File: config.mk
export PLATFORM = sky130hd
export DESIGN_NAME = fpu_op_scheduler
export DESIGN_NICKNAME = d
export VERILOG_FILES = /design/src/rtl/fpu_op_scheduler.sv
export SDC_FILE = /design/constraint.sdc
export NUM_CORES = 1
export LEC_CHECK = 0
export CORE_ASPECT_RATIO = 0.5
export CORE_MARGIN = 5
export CORE_UTILIZATION = 25
export DETAILED_ROUTE_END_ITERATION = 12
export PLACE_DENSITY = 0.61
export SLEW_MARGIN = 20
export SYNTH_ARGS = -nofsm -noshare
export SYNTH_HDL_FRONTEND = slang
export SYNTH_SLANG_ARGS = --single-unit
File: constraint.sdc
create_clock -name clk -period 5.1 [get_ports clk]
set_input_delay 0.765 -clock clk [delete_from_list [all_inputs] [get_ports clk]]
set_output_delay 0.765 -clock clk [all_outputs]
set_load 0.02 [all_outputs]
File: src/rtl/fpu_op_scheduler.sv
// ============================================================================
// Module      : fpu_op_scheduler
// Description : Request/response sequencer for the single-precision add/sub,
//               multiply and iterative divide units, with divide bypass for
//               NaN / zero-divisor cases and a divider timeout guard.
// Revision    : 1.0 - initial release
// ============================================================================
`default_nettype none

module fpu_op_scheduler #(
    parameter int DIV_TIMEOUT = 64,
    parameter int CNT_W       = $clog2(DIV_TIMEOUT + 1)
) (
    input  logic              clk,
    input  logic              rst,
    input  logic              req_valid,
    output logic              req_ready,
    input  logic [1:0]        req_op,
    input  logic [31:0]       in1,
    input  logic [31:0]       in2,
    output logic [31:0]       unit_a,
    output logic [31:0]       unit_b,
    output logic              addsub_sub,
    input  logic [31:0]       addsub_result,
    input  logic [31:0]       mul_result,
    output logic              div_start,
    input  logic              div_done,
    input  logic [31:0]       div_result,
    output logic              resp_valid,
    input  logic              resp_ready,
    output logic [31:0]       result,
    output logic              busy,
    output logic              timeout_err
);

    localparam logic [1:0]       OP_ADD   = 2'b00;
    localparam logic [1:0]       OP_SUB   = 2'b01;
    localparam logic [1:0]       OP_MUL   = 2'b10;
    localparam logic [1:0]       OP_DIV   = 2'b11;
    localparam logic [31:0]      QNAN     = 32'h7FFF_FFFF;
    localparam logic [CNT_W-1:0] CNT_LAST = CNT_W'(DIV_TIMEOUT - 1);

    typedef enum logic [1:0] {
        S_IDLE = 2'd0,
        S_EXEC = 2'd1,
        S_WAIT = 2'd2,
        S_RESP = 2'd3
    } state_t;

    state_t           state;
    logic [1:0]       op;
    logic [CNT_W-1:0] cnt;

    function automatic logic f_is_nan(input logic [31:0] x);
        return (&x[30:23]) && (|x[22:0]);
    endfunction

    function automatic logic f_is_zero(input logic [31:0] x);
        return ~|x[30:0];
    endfunction

    function automatic logic f_div_bypass(input logic [31:0] a, input logic [31:0] b);
        return f_is_nan(a) || f_is_nan(b) || f_is_zero(b);
    endfunction

    // Result for a bypassed divide, in priority order: NaN, 0/0, x/0.
    function automatic logic [31:0] f_bypass_value(input logic [31:0] a, input logic [31:0] b);
        if (f_is_nan(a) || f_is_nan(b)) begin
            return QNAN;
        end else if (f_is_zero(a) && f_is_zero(b)) begin
            return QNAN;
        end else begin
            return {a[31] ^ b[31], 31'h7F80_0000};
        end
    endfunction

    always_ff @(posedge clk) begin
        if (rst) begin
            state       <= S_IDLE;
            op          <= OP_ADD;
            cnt         <= '0;
            unit_a      <= '0;
            unit_b      <= '0;
            addsub_sub  <= 1'b0;
            div_start   <= 1'b0;
            result      <= '0;
            req_ready   <= 1'b1;
            resp_valid  <= 1'b0;
            busy        <= 1'b0;
            timeout_err <= 1'b0;
        end else begin
            div_start   <= 1'b0;
            timeout_err <= 1'b0;
            case (state)
                S_IDLE: begin
                    if (req_valid && req_ready) begin
                        unit_a     <= in1;
                        unit_b     <= in2;
                        op         <= req_op;
                        addsub_sub <= (req_op == OP_SUB);
                        // The start pulse is registered at accept so the
                        // divider sees it while the scheduler is in EXEC;
                        // in1/in2 equal the operands being latched.
                        div_start  <= (req_op == OP_DIV) && !f_div_bypass(in1, in2);
                        req_ready  <= 1'b0;
                        busy       <= 1'b1;
                        state      <= S_EXEC;
                    end
                end

                S_EXEC: begin
                    case (op)
                        OP_ADD, OP_SUB: begin
                            result     <= addsub_result;
                            resp_valid <= 1'b1;
                            state      <= S_RESP;
                        end
                        OP_MUL: begin
                            result     <= mul_result;
                            resp_valid <= 1'b1;
                            state      <= S_RESP;
                        end
                        default: begin
                            if (f_div_bypass(unit_a, unit_b)) begin
                                result     <= f_bypass_value(unit_a, unit_b);
                                resp_valid <= 1'b1;
                                state      <= S_RESP;
                            end else begin
                                cnt   <= '0;
                                state <= S_WAIT;
                            end
                        end
                    endcase
                end

                S_WAIT: begin
                    cnt <= cnt + CNT_W'(1);
                    // A done arriving on the last allowed cycle beats the timeout.
                    if (div_done) begin
                        result     <= div_result;
                        resp_valid <= 1'b1;
                        state      <= S_RESP;
                    end else if (cnt == CNT_LAST) begin
                        result      <= QNAN;
                        timeout_err <= 1'b1;
                        resp_valid  <= 1'b1;
                        state       <= S_RESP;
                    end
                end

                S_RESP: begin
                    if (resp_ready) begin
                        resp_valid <= 1'b0;
                        req_ready  <= 1'b1;
                        busy       <= 1'b0;
                        state      <= S_IDLE;
                    end
                end

                default: begin
                    state      <= S_IDLE;
                    req_ready  <= 1'b1;
                    resp_valid <= 1'b0;
                    busy       <= 1'b0;
                end
            endcase
        end
    end

endmodule

`default_nettype wire

Yosys cells after proc, flatten, opt, wreduce, memory -nomap -nowiden
Index checks and enable logic that the tools add are counted.
- flip-flop bits (word level): 113
- latch bits: 0
- bits in writable memories: 0
- memory bits (read-only): 0
- input port bits: 167
- output and inout port bits: 102
- memories kept: 0
- add/sub/neg operators: 1
- multiply operators: 0
- divide/modulo/power cells: 0
- magnitude comparators: 0
- equal/unequal tests: 15
- shift-type cells: 0
- multiplexer cells: 29
- bitwise gates (word level): 4
- reductions and logical operators: 41
- operator list (operator ; number):
    32-bit two-way mux ; 5
    32-bit one-hot mux with 2 select lines ; 2
    31-bit OR reduction ; 3
    23-bit OR reduction ; 4
    8-bit AND reduction ; 4
    7-bit two-way mux ; 2
    7-bit one-hot mux with 2 select lines ; 1
    3-bit AND reduction ; 4
    1-bit two-way mux ; 11
    3-bit OR reduction ; 3
    2-bit == test (second input constant) ; 4
    2-bit two-way mux ; 4
    2-bit inequality test (second input constant) ; 4
    2-bit one-hot mux with 4 select lines ; 1
    7-bit by 1-bit adder with 7-bit output (second input constant) ; 1
    7-bit by 6-bit == test with 1-bit output (second input constant) ; 1
    1-bit logical AND ; 7
    2-bit by 1-bit == test with 1-bit output (second input constant) ; 3
    3-bit inequality test (second input constant) ; 2
    1-bit zero test ; 4
    2-bit zero test ; 2
    1-bit logical OR ; 4
    4-bit inequality test (second input constant) ; 1
    1-bit one-hot mux with 2 select lines ; 2
    other kinds (8) ; 11

Longest topological paths before layout
- depth after elaboration: 8
- depth in mapped cells: 10
- depth with buffers taken out: 7

Worst setup path before layout
OpenSTA, ideal clock, no wires.
- path kind: flip-flop to flip-flop
- from: reg unit_a[15]
- to: reg result[10]
- library setup time: 117 ps
- data arrival time: 1969 ps
- required time: 4983 ps
- slack: 3014 ps
- cell stages (with the launch flop): 8
- buffers on the path: 1
- period minus slack after synthesis: 2086 ps
- cells stage by stage: dfxtp_1 > nor4_2 > nand4_2 > o21a_1 > o41ai_4 > buf_6 > a21oi_2 > a22o_1
- longest elaborated chain between the ends: 8
- elaborated cells on any way between the ends: 14
- ends and longest elaborated chain (element ; RTL line ; source):
    start, declared ; 21 ; output logic [31:0] unit_a,
    start signal, assigned ; 97 ; unit_a <= in1;
    31-bit OR reduction ; 59 ; return ~|x[30:0];
    1-bit zero test ; 59 ;
    1-bit logical AND ; 70 ; end else if (f_is_zero(a) && f_is_zero(b)) begin
    32-bit two-way mux ; 70 ;
    32-bit two-way mux ; 68 ; if (f_is_nan(a) || f_is_nan(b)) begin
    32-bit two-way mux ; 124 ; if (f_div_bypass(unit_a, unit_b)) begin
    32-bit one-hot mux with 2 select lines ; 112 ; case (op)
    32-bit one-hot mux with 2 select lines ; 94 ; case (state)
    end signal, assigned ; 114 ; result <= addsub_result;
    end signal, assigned ; 119 ; result <= mul_result;
    end signal, assigned ; 125 ; result <= f_bypass_value(unit_a, unit_b);
    end, declared ; 31 ; output logic [31:0] result,
Several ways; a longest one is shown, not always the timed one. The select of a mux whose other input is x is not followed.
A chain may end at the register's enable or synchronous reset.

Worst setup path after layout
- from: reg state[0]
- to: reg result[21]
- longest elaborated chain between the ends: 3
- elaborated cells on any way between the ends: 7
- ends and longest elaborated chain (element ; RTL line ; source):
    start, declared ; 50 ; state_t state;
    start signal, assigned ; 79 ; state <= S_IDLE;
    start signal, assigned ; 107 ; state <= S_EXEC;
    start signal, assigned ; 116 ; state <= S_RESP;
    2-bit by 1-bit == test with 1-bit output / 2-bit == test (equally long branches) ; 94 ;
    4-bit inequality test (no source line) (tied with other cells) ; n/a ;
    3-bit AND reduction (no source line) ; n/a ;
Several ways; a longest one is shown, not always the timed one.

==> impl_metrics.csv <==
group,metric,value,unit
global_route,grt_pass1_wl,31600,um
synthesis,yosys.area.top_type,"dfxtp_1",
critical_path,cp_max_fo,23,
synthesis,ys_ff_latch,113,
finish,fin_util,0.425,
synthesis,netlist_top_cells_count,"nand2_1, a21oi_1, dfxtp_1",
clock_tree,cts_resized,0,
synthesis,yosys.cell_count.top_type,"nand2_1",
timing,hold_slack,0.468,ns
timing,setup_tns,0,ns
timing,worst_slew_pin_slew,0.966,ns
die,io-pin-count,269,
critical_path,end_kind,"register",
critical_path,start_kind,"register",
die,die-area,0.0246,mm2
synthesis,synth_top_area_frac,0.422,
global_route,grt_use_total,0.159,
finish,drive_gt1_frac,0.0806,
finish,final_nets,1091,
routing,antenna_left,0,
finish,syn_to_final_growth,65.0,%
routing,wire_per_inst,17.0,um
place,dp.cells,1172,
clock_tree,cts_setup_buffers,0,
synthesis,synth.net_count,847,
routing,vias_per_cell,4.77,
finish,num_antenna_cells,0,
clock_tree,cts_buffers,17,
timing,slew_violations,0,
place,io_buffer_count,268,
clock_tree,ctsHoldBuffers,0,
finish,fill_cells,2086,
routing,drt_iter0_markers,309,
synthesis,dominantRegCellSynth,"dfxtp_1",
die,dieHeight,114,um
clock_tree,h-tree-depth,4,
synthesis,synth.avg_cell_area,7.95,um2
synthesis,synthTopCellsByArea,"dfxtp_1, a21oi_1, nand2_1",
clock_tree,clock_tree.buffer_depth,2,
finish,final_cell_count_no_fill,1204,
die,placementRows,37,
clock_tree,clk_pin_slew,0.06,ns
timing,finalSetupViolCount,0,
routing,wl_met2,10400,um
pwr,peakVddDrop,0.000227,V
routing,routed.top_layer,"met4",
pwr,powerDensity,506,mW/mm2
global_route,antenna_found_initial,0,
status,outcome,"complete, no violations",
timing,finalClockSkew,0.0149,ns
pwr,leakage,3.12,nW
clock_tree,cts_tree,"done",
place,place_hpwl,15600,um
place,gp_congestion,0.822,
global_route,first_global_vias,5754,
synthesis,yosysWarnings,0,
routing,drcViolationCount,0,
routing,wirelength,20500,um
critical_path,required,5.44,ns
timing,slew_headroom,0.356,
synthesis,ys_seq_area_frac,0.422,
hold_path,hold_path.class,"reg2reg",
hold_path,min_from,"addsub_sub$_SDFFE_PP0P_",
run,cap_violations,0,
die,die_w,217,um
routing,routed-wl-met3,880,um
routing,met1_length,8930,um
synthesis,synth-edff-count,0,
timing,post-route-min-period,2.87,ns
timing,finalHoldViolations,0,
clock_tree,root_buffer,"clkbuf_16",
finish,multi_input_area,0.00287,mm2
critical_path,crit_type,"reg2reg",
routing,dr_total_vias,5748,
synthesis,yosysUniqueCellTypes,48,
global_route,gr-total-overflow,0,
synthesis,netlist_area,0.00536,mm2
pwr,total_power,4.47,mW
timing,rsz0062_at_grt,"false",
timing,min_period_over_period,0.563,
critical_path,rr_startpoint,"state[0]$_SDFFE_PP0P_",
synthesis,async_flop_share,0,
finish,regArea,0.00226,mm2
critical_path,cp.arrival,3.21,ns
timing,timing.fmax,0.348,GHz
global_route,grt_max_degree,92,
clock_tree,clk_latency,0.41,ns
routing,dr.pass1.iters,6,
die,core_area,0.0208,mm2
clock_tree,clock_sinks,113,
synthesis,netlist_instances,674,
die,initial_utilization,0.258,
critical_path,startpoint,"state[0]$_SDFFE_PP0P_",
## power by group
part / internal [mW] / switching (mW) / total, mW / leakage [nW]
logic: 0.859 / 1.09 / 1.94 / 1.89
registers: 1.12 / 0.175 / 1.29 / 0.923
clock network: 0.788 / 0.449 / 1.24 / 0.302
total: 2.76 / 1.71 / 4.47 / 3.12
## layout by cell type, fill, tap and decap left out, drive strengths merged, types with 2 or more instances in the layout
master	netlist	routed
o32ai	2	2
clkdlybuf4s50	0	267
nor3	7	7
nand2	148	148
nand4	14	14
clkinv	1	7
a22o	23	23
ha	6	6
o211ai	2	2
and3	2	2
clkbuf	32	18
o22a	8	8
o21ai	7	7
or3	6	6
nand2b	11	11
dfxtp	113	113
a31oi	3	3
o221ai	8	8
nor2b	25	25
nand3	9	9
and4	2	2
a211oi	2	2
inv	9	13
or4	2	2
a21oi	134	134
nor2	39	39
bufinv	0	3
nor4	29	29
o21a	2	2
buf	16	6
## area by class of cell
cell class	instances	area share
Inverter	10	0.00425
Sequential cell	113	0.256
Clock buffer	18	0.0497
Multi-Input combinational cell	503	0.324
Tap cell	273	0.0386
Clock inverter	14	0.0201
Timing Repair Buffer	273	0.307
## metrics by stage
stage	cell area [um2]	setup WS, ns
finish	8840	2.23
global route	8840	1.97
CTS	8830	2.23
detailed placement	8220	2.03
global placement	8210	2.11
floorplan	5360	3.01
## sequential cells by signal, summed over array words and instances, names as in the netlist, 2 cells and up
register and flops:
unit_a 32, result 32, state 2, cnt 7, op 2, unit_b 32
## layer usage
metal,vias up,track usage
met3,18,0.0395
li1,2875,-
met1,2729,0.194
met4,0,0.0425
met2,126,0.284
met5,-,0
## critical path, cell delays in order (launching register included)
cell	delay, ns
dfxtp_1	0.35
inv_1	0.11
ha_1	0.66
o311ai_1	0.31
nand2_1	0.13
a31oi_1	0.04
buf_4	0.21
nor2_2	0.71
a22o_1	0.27
## cell families after synthesis
group	Yosys count	share of synthesized area
buffers and inverters	58	0.0460
muxes	1	0.00187
DFF	113	0.422
xor gates and xnor gates	1	0.00164
and+or+nand+nor	297	0.274
AOI/OAI and AO/OA	198	0.240
adders and majority gates	6	0.0140
## path summary, 6_finish.rpt
kind              cells past startpoint                       to  slack, ns
hold / removal                        2  addsub_sub$_SDFFE_PP0P_       0.47
setup / recovery                      8  result[21]$_SDFFE_PP0P_       2.23
hold reg to reg                       2  addsub_sub$_SDFFE_PP0P_       0.47
setup reg to reg                      8  result[21]$_SDFFE_PP0P_       2.23
Note: power is estimated with default switching activity, not from simulation.
